[src/rtl/cpu_ctrl_pkg.sv]
// Shared definitions for the multi-cycle CPU control sequencer:
// state codes, opcode values and ALU function encodings.
package cpu_ctrl_pkg;

    // State codes are visible on state_out, so the values are fixed.
    typedef enum logic [3:0] {
        ST_IDLE   = 4'd0,
        ST_FETCH  = 4'd1,
        ST_DECODE = 4'd2,
        ST_EXEC   = 4'd3,
        ST_MEM    = 4'd4,
        ST_JUMP   = 4'd5,
        ST_HALT   = 4'd6,
        ST_ERROR  = 4'd7
    } state_t;

    localparam logic [2:0] OP_ADD   = 3'b000;
    localparam logic [2:0] OP_SUB   = 3'b001;
    localparam logic [2:0] OP_AND   = 3'b010;
    localparam logic [2:0] OP_OR    = 3'b011;
    localparam logic [2:0] OP_LOAD  = 3'b100;
    localparam logic [2:0] OP_STORE = 3'b101;
    localparam logic [2:0] OP_JUMP  = 3'b110;
    localparam logic [2:0] OP_HALT  = 3'b111;

    localparam logic [1:0] ALU_ADD = 2'b00;
    localparam logic [1:0] ALU_SUB = 2'b01;
    localparam logic [1:0] ALU_AND = 2'b10;
    localparam logic [1:0] ALU_OR  = 2'b11;

    // Watchdog timer width; covers the full TIMEOUT range 1..255.
    localparam int TIMER_W = 8;

    // The ALU opcodes were chosen so their low two bits are the ALU function.
    function automatic logic [1:0] alu_from_opcode(input logic [2:0] op);
        return op[1:0];
    endfunction

endpackage

[src/rtl/cpu_control_sequencer_watchdog.sv]
// Memory-access watchdog: counts consecutive request cycles that went
// unacknowledged and flags the cycle on which the TIMEOUT-th one occurs.
module mem_watchdog
    import cpu_ctrl_pkg::*;
#(
    parameter int TIMEOUT = 8
) (
    input  logic Clock,
    input  logic Clear,
    input  logic i_clear,
    input  logic i_count,
    output logic o_timeout
);

    localparam logic [TIMER_W-1:0] LP_LAST = TIMER_W'(TIMEOUT - 1);

    logic [TIMER_W-1:0] r_timer;

    // The timeout is combinational so the sequencer can divert to ERROR
    // right after the last permitted unacknowledged cycle.
    assign o_timeout = i_count && (r_timer == LP_LAST);

    // Timer: restart on entry to a request state, advance on each miss.
    // NOTE: sequential state uses non-blocking assignments so every register
    // samples pre-edge values, regardless of block ordering.
    always_ff @(posedge Clock or posedge Clear) begin
        if (Clear) begin
            r_timer <= '0;
        end else if (i_clear) begin
            r_timer <= '0;
        end else if (i_count) begin
            r_timer <= r_timer + TIMER_W'(1);
        end
    end

endmodule

[src/rtl/cpu_control_sequencer.sv]
// Multi-cycle fetch/decode/execute controller for the 3-bit-opcode CPU.
// Optional build macro SINGLE_STEP_EN adds the 'step' input: each
// instruction then ends in IDLE and needs run=1 with step=1 to fetch again.
module cpu_control_sequencer
    import cpu_ctrl_pkg::*;
#(
    parameter int INSTR_W = 16,
    parameter int TIMEOUT = 8
) (
    input  logic               Clock,
    input  logic               Clear,
    input  logic               run,
    input  logic [INSTR_W-1:0] mem_rdata,
    input  logic               mem_ack,
`ifdef SINGLE_STEP_EN
    input  logic               step,
`endif
    output logic               mem_req,
    output logic               mem_we,
    output logic               addr_sel,
    output logic               ir_load,
    output logic               pc_inc,
    output logic               pc_load,
    output logic [1:0]         alu_op,
    output logic               reg_we,
    output logic               reg_src,
    output logic               halted,
    output logic               error,
    output logic [3:0]         state_out
);

    state_t     r_state;
    state_t     w_state_next;
    state_t     w_boundary_state;
    logic [2:0] r_opcode;
    logic       w_start;
    logic       w_req_cycle;
    logic       w_wd_count;
    logic       w_wd_clear;
    logic       w_timeout;
    logic       w_unused_rdata;

    // Only the opcode field is consumed here; the datapath uses the rest.
    assign w_unused_rdata = ^mem_rdata[INSTR_W-4:0];

`ifdef SINGLE_STEP_EN
    assign w_start          = run && step;
    assign w_boundary_state = ST_IDLE;
`else
    assign w_start          = run;
    assign w_boundary_state = run ? ST_FETCH : ST_IDLE;
`endif

    // Derived from state alone (not from the output decode) to keep the
    // watchdog path free of combinational feedback.
    assign w_req_cycle = (r_state == ST_FETCH) || (r_state == ST_MEM);
    assign w_wd_count  = w_req_cycle && !mem_ack;
    assign w_wd_clear  = (w_state_next != r_state) &&
                         ((w_state_next == ST_FETCH) || (w_state_next == ST_MEM));

    mem_watchdog #(
        .TIMEOUT (TIMEOUT)
    ) u_watchdog (
        .Clock     (Clock),
        .Clear     (Clear),
        .i_clear   (w_wd_clear),
        .i_count   (w_wd_count),
        .o_timeout (w_timeout)
    );

    // State register and opcode capture on the acknowledged fetch.
    always_ff @(posedge Clock or posedge Clear) begin
        if (Clear) begin
            r_state  <= ST_IDLE;
            r_opcode <= OP_ADD;
        end else begin
            r_state <= w_state_next;
            if (r_state == ST_FETCH && mem_ack) begin
                r_opcode <= mem_rdata[INSTR_W-1 -: 3];
            end
        end
    end

    // Next-state and output decode; ack-qualified strobes are Mealy.
    // NOTE: every output gets a default before the case so no path through
    // the block leaves a signal unassigned, which would infer a latch.
    always_comb begin
        w_state_next = r_state;
        mem_req      = 1'b0;
        mem_we       = 1'b0;
        addr_sel     = 1'b0;
        ir_load      = 1'b0;
        pc_inc       = 1'b0;
        pc_load      = 1'b0;
        alu_op       = ALU_ADD;
        reg_we       = 1'b0;
        reg_src      = 1'b0;
        halted       = 1'b0;
        error        = 1'b0;
        case (r_state)
            ST_IDLE: begin
                if (w_start) w_state_next = ST_FETCH;
            end
            ST_FETCH: begin
                mem_req = 1'b1;
                if (mem_ack) begin
                    ir_load      = 1'b1;
                    pc_inc       = 1'b1;
                    w_state_next = ST_DECODE;
                end else if (w_timeout) begin
                    w_state_next = ST_ERROR;
                end
            end
            ST_DECODE: begin
                case (r_opcode)
                    OP_ADD, OP_SUB, OP_AND, OP_OR: w_state_next = ST_EXEC;
                    OP_LOAD, OP_STORE:             w_state_next = ST_MEM;
                    OP_JUMP:                       w_state_next = ST_JUMP;
                    default:                       w_state_next = ST_HALT;
                endcase
            end
            ST_EXEC: begin
                alu_op       = alu_from_opcode(r_opcode);
                reg_we       = 1'b1;
                w_state_next = w_boundary_state;
            end
            ST_MEM: begin
                mem_req  = 1'b1;
                addr_sel = 1'b1;
                mem_we   = (r_opcode == OP_STORE);
                if (mem_ack) begin
                    if (r_opcode == OP_LOAD) begin
                        reg_we  = 1'b1;
                        reg_src = 1'b1;
                    end
                    w_state_next = w_boundary_state;
                end else if (w_timeout) begin
                    w_state_next = ST_ERROR;
                end
            end
            ST_JUMP: begin
                pc_load      = 1'b1;
                w_state_next = w_boundary_state;
            end
            ST_HALT:  halted = 1'b1;
            ST_ERROR: error  = 1'b1;
            default:  w_state_next = ST_IDLE;
        endcase
    end

    assign state_out = r_state;

endmodule

[config.mk]
export PLATFORM = sky130hd
export DESIGN_NAME = cpu_control_sequencer
export DESIGN_NICKNAME = d
export VERILOG_FILES = /design/src/rtl/cpu_ctrl_pkg.sv /design/src/rtl/cpu_control_sequencer_watchdog.sv /design/src/rtl/cpu_control_sequencer.sv
export SDC_FILE = /design/constraint.sdc
export NUM_CORES = 1
export LEC_CHECK = 0
export CAP_MARGIN = 15
export CORE_MARGIN = 3
export CORE_UTILIZATION = 41
export CTS_CLUSTER_SIZE = 16
export DETAILED_ROUTE_END_ITERATION = 12
export HOLD_SLACK_MARGIN = 0.08
export PLACE_DENSITY = 0.74
export SETUP_SLACK_MARGIN = 0.05
export SLEW_MARGIN = 20
export SYNTH_ARGS = -nofsm -noshare
export SYNTH_HDL_FRONTEND = slang
export SYNTH_SLANG_ARGS = --single-unit
[constraint.sdc]
create_clock -name Clock -period 1.9 [get_ports Clock]
set_clock_uncertainty 0.05 [all_clocks]
set_input_delay 0.285 -clock Clock [delete_from_list [all_inputs] [get_ports Clock]]
set_output_delay 0.285 -clock Clock [all_outputs]
set_load 0.03 [all_outputs]
==> impl_results.md <==
- Outcome: finished, violations left
- Failing checks: negative setup slack
- Crit path max fanout: 2
- Total clock buffers created by CTS: 3
- Core footprint: 0.00250 mm2
- Remaining global-route overflow: 0
- Top Ports: 36
- GR Util All Layers: 0.174
- Worst hold slack: 300 ps
- Crit path kind: reg -> out
- Number of synthesis warnings: 0
- Routability congestion estimate: 0.755
- Final period util: 1.18
- Vias: 1,045
- Leak: 0.000791 uW
- Total wire length: 2880 um
- CTS clk-pin slew, worst paths: 80 ps
- Root buffer cell: clkbuf_4
- Sw power: 309 uW
- Fin cells: 198
- Initial antenna violation count: 0
- Final min period: 2250 ps
- Hold crit path type: in -> async
- Antenna cells: 0
- Die Footprint: 0.00330 mm2
- CTS tree: built
- First-pass GRT wire length: 4530 um
- Slew Limit Fails: 0
- EDFF count, synth: 0
- Internal power: 609 uW
- Starting Density: 0.434
- Vias per cell: 5.28
- Mapped Cells: 110
- Total power: 917 uW
- FF+latch count, synth: 15
- Worst-Margin Slew: 557 ps
- # DRC: 0
- Switching part of the total: 0.337
- # fillers: 165
- Yosys cell types: 48
- Worst path cell trace: nor4b_4 -> inv_2 -> or3_4 -> nor3b_4 -> or2_4 -> buf_6
- Cts hold-fix bufs: 0
- Gate power share: 0.382
- Final hold vios: 0
- Max stage delay cell, worst path: dfrtp_2
- Worst setup EP type: output pin
- DP Wirelength: 1880 um
- CP max stage delay: 430 ps
- DP Worst Slack: -97.7 ps
- Most used DFF post-synth: dfrtp_1
- Largest net degree at the start of global routing: 16
- DIE WIDTH: 57.4 um
- RSZ-0062 raised after global routing: true
- Wire per inst: 14.5 um
- VDD IR max: 0.401 mV
- Worst-Skew Late Latency: 280 ps
- Antenna viol nets, final: 0
- WP data required: 1560 ps
- Violation count after the first detailed-route iteration: 43
- Chip height: 57.4 um
- Dpl cells: 175
- Crit start category: flop
- Clk pwr share: 0.191
- CTS Buffer Depth: 2
- Cell Pwr Density: 504 mW/mm2
- Synthesized area per cell: 9.86 um2
- Clock sink count: 15
- Final WS setup: -347 ps
- Sequential area share after synthesis: 0.346
- H-Tree Depth: 1
- Flop pwr share: 0.427
- Area Growth Syn to Fin: 67.8%
- CP Data Arrival Time: 1910 ps
- Post-synth design cell area: 0.00108 mm2
- Max_cap viols: 0
- IO buf count: 22
- Vias in the first global route: 1,023
- Setup-failing EPs final: 18
- TNS Setup: -2320 ps
- Nets: 190
- Layout cell share with drive strength beyond 1: 0.607
- Cell Rows: 18
- Slew headroom: 0.628
- DRT Pass-1 Iters: 4
- Fmax: 445 MHz
- Async SR Flop Fraction: 1.00
- Synth Net Count: 131
[flip-flops by register name (all words and copies together), names as in the netlist]
name	cells
state_out	4
u_watchdog.r_timer	8
r_opcode	3
[critical path: cells and delay by family (launching register included)]
kind / cells / cell delay (ps)
flops: 1 / 430
simple gates: 4 / 1020
buf+inv: 2 / 190
[cell type report]
type	instances	area [um2]	share of cell area
Inverter	6	22.5	0.0124
Tap cell	30	37.5	0.0206
Timing Repair Buffer	62	551	0.302
Clock buffer	4	26.3	0.0144
Multi-Input combinational cell	81	805	0.442
Sequential cell	15	379	0.208
[stage by stage]
step            util  instance area [um2]
3_3_place_gp   0.577                 1440
5_1_grt        0.728                 1820
4_1_cts        0.654                 1640
3_5_place_dp   0.577                 1440
2_1_floorplan      -                 1130
6_report       0.728                 1820
[kinds of logic (layout without fill, tap and decap cells)]
logic type	count (synthesis)	in the layout	share of synthesized area
multiplexers	2	2	0.0196
AND/OR/NAND/NOR	56	56	0.347
adder cells (fa/ha/maj)	1	1	0.0115
other	1	1	0.00346
buffers and inverters	14	72	0.0830
flip-flops	15	15	0.346
AO/OA/AOI/OAI	13	13	0.118
XOR/XNOR	8	8	0.0715
[cell usage in the layout (no fill, tap or decap), types with 2 or more instances in the layout]
master and count:
and3_2 2, xnor2_1 2, nor2_4 7, nor3_2 2
nand2_1 2, inv_1 4, buf_6 14, o2bb2ai_1 2
nand3_1 3, nand2_4 2, buf_8 2, nand2b_1 2
nand4_1 6, clkdlybuf4s50_1 7, dfrtp_1 12, inv_2 2
nor3_4 2, and2b_2 2, nor4_4 3, nor2_1 7
xor2_1 4, clkbuf_4 3, buf_4 39, dfrtp_2 3
o21ai_1 2
[final timing paths]
check | end | cells past startpoint | slack, ps | start
max in group asynchronous | state_out[1] | 2 | 1110 | Clear
min reg2reg | r_opcode[2] | 2 | 560 | r_opcode[2]
min | u_watchdog.r_timer[2] | 2 | 300 | Clear
min in group Clock | r_opcode[0] | 3 | 540 | mem_rdata[13]
max | reg_we | 6 | -350 | state_out[0]
max reg2reg | u_watchdog.r_timer[0] | 8 | -160 | state_out[2]
[synthesized netlist by cell type, types with 2 or more instances]
| master | count | share of area |
|---|---|---|
| dfrtp_1 | 15 | 0.35 |
| nor2_1 | 13 | 0.045 |
| nand4_1 | 6 | 0.035 |
| buf_4 | 5 | 0.035 |
| xor2_1 | 5 | 0.040 |
| inv_1 | 4 | 0.014 |
| nand2_1 | 4 | 0.014 |
| nor3_1 | 4 | 0.018 |
| nand2b_1 | 3 | 0.017 |
| nand3_1 | 3 | 0.014 |
| and2_1 | 2 | 0.012 |
| and2b_2 | 2 | 0.016 |
| and3_2 | 2 | 0.014 |
| inv_2 | 2 | 0.0069 |
| nor4_1 | 2 | 0.012 |
| nor4_4 | 2 | 0.039 |
| o21ai_1 | 2 | 0.0092 |
| o2bb2ai_1 | 2 | 0.016 |
| or3_1 | 2 | 0.012 |
| xnor2_1 | 2 | 0.016 |
[power groups by stage]
stage / combinational [uW] / sequential, uW / clock (uW)
6_report: 350 / 392 / 175
5_1_grt: 372 / 396 / 200
4_1_cts: 303 / 391 / 183
3_5_place_dp: 254 / 398 / 0
3_3_place_gp: 246 / 397 / 0
2_1_floorplan: 153 / 404 / 0
[metal layers]
layer / vias up / wire length (um) / GRT usage
met5: - / 0 / 0
met4: 0 / 46 / 0.0795
met3: 6 / 92 / 0.0181
met2: 33 / 1530 / 0.306
met1: 510 / 1210 / 0.211
li1: 496 / - / -
[what timing repair did]
action | CTS | global route
pin swaps | 8 | 11
setup endpoints to repair | 16 | 19
buffers inserted | 11 | 9
gates resized for setup | 25 | 32
Note: power is estimated with default switching activity, not from simulation.
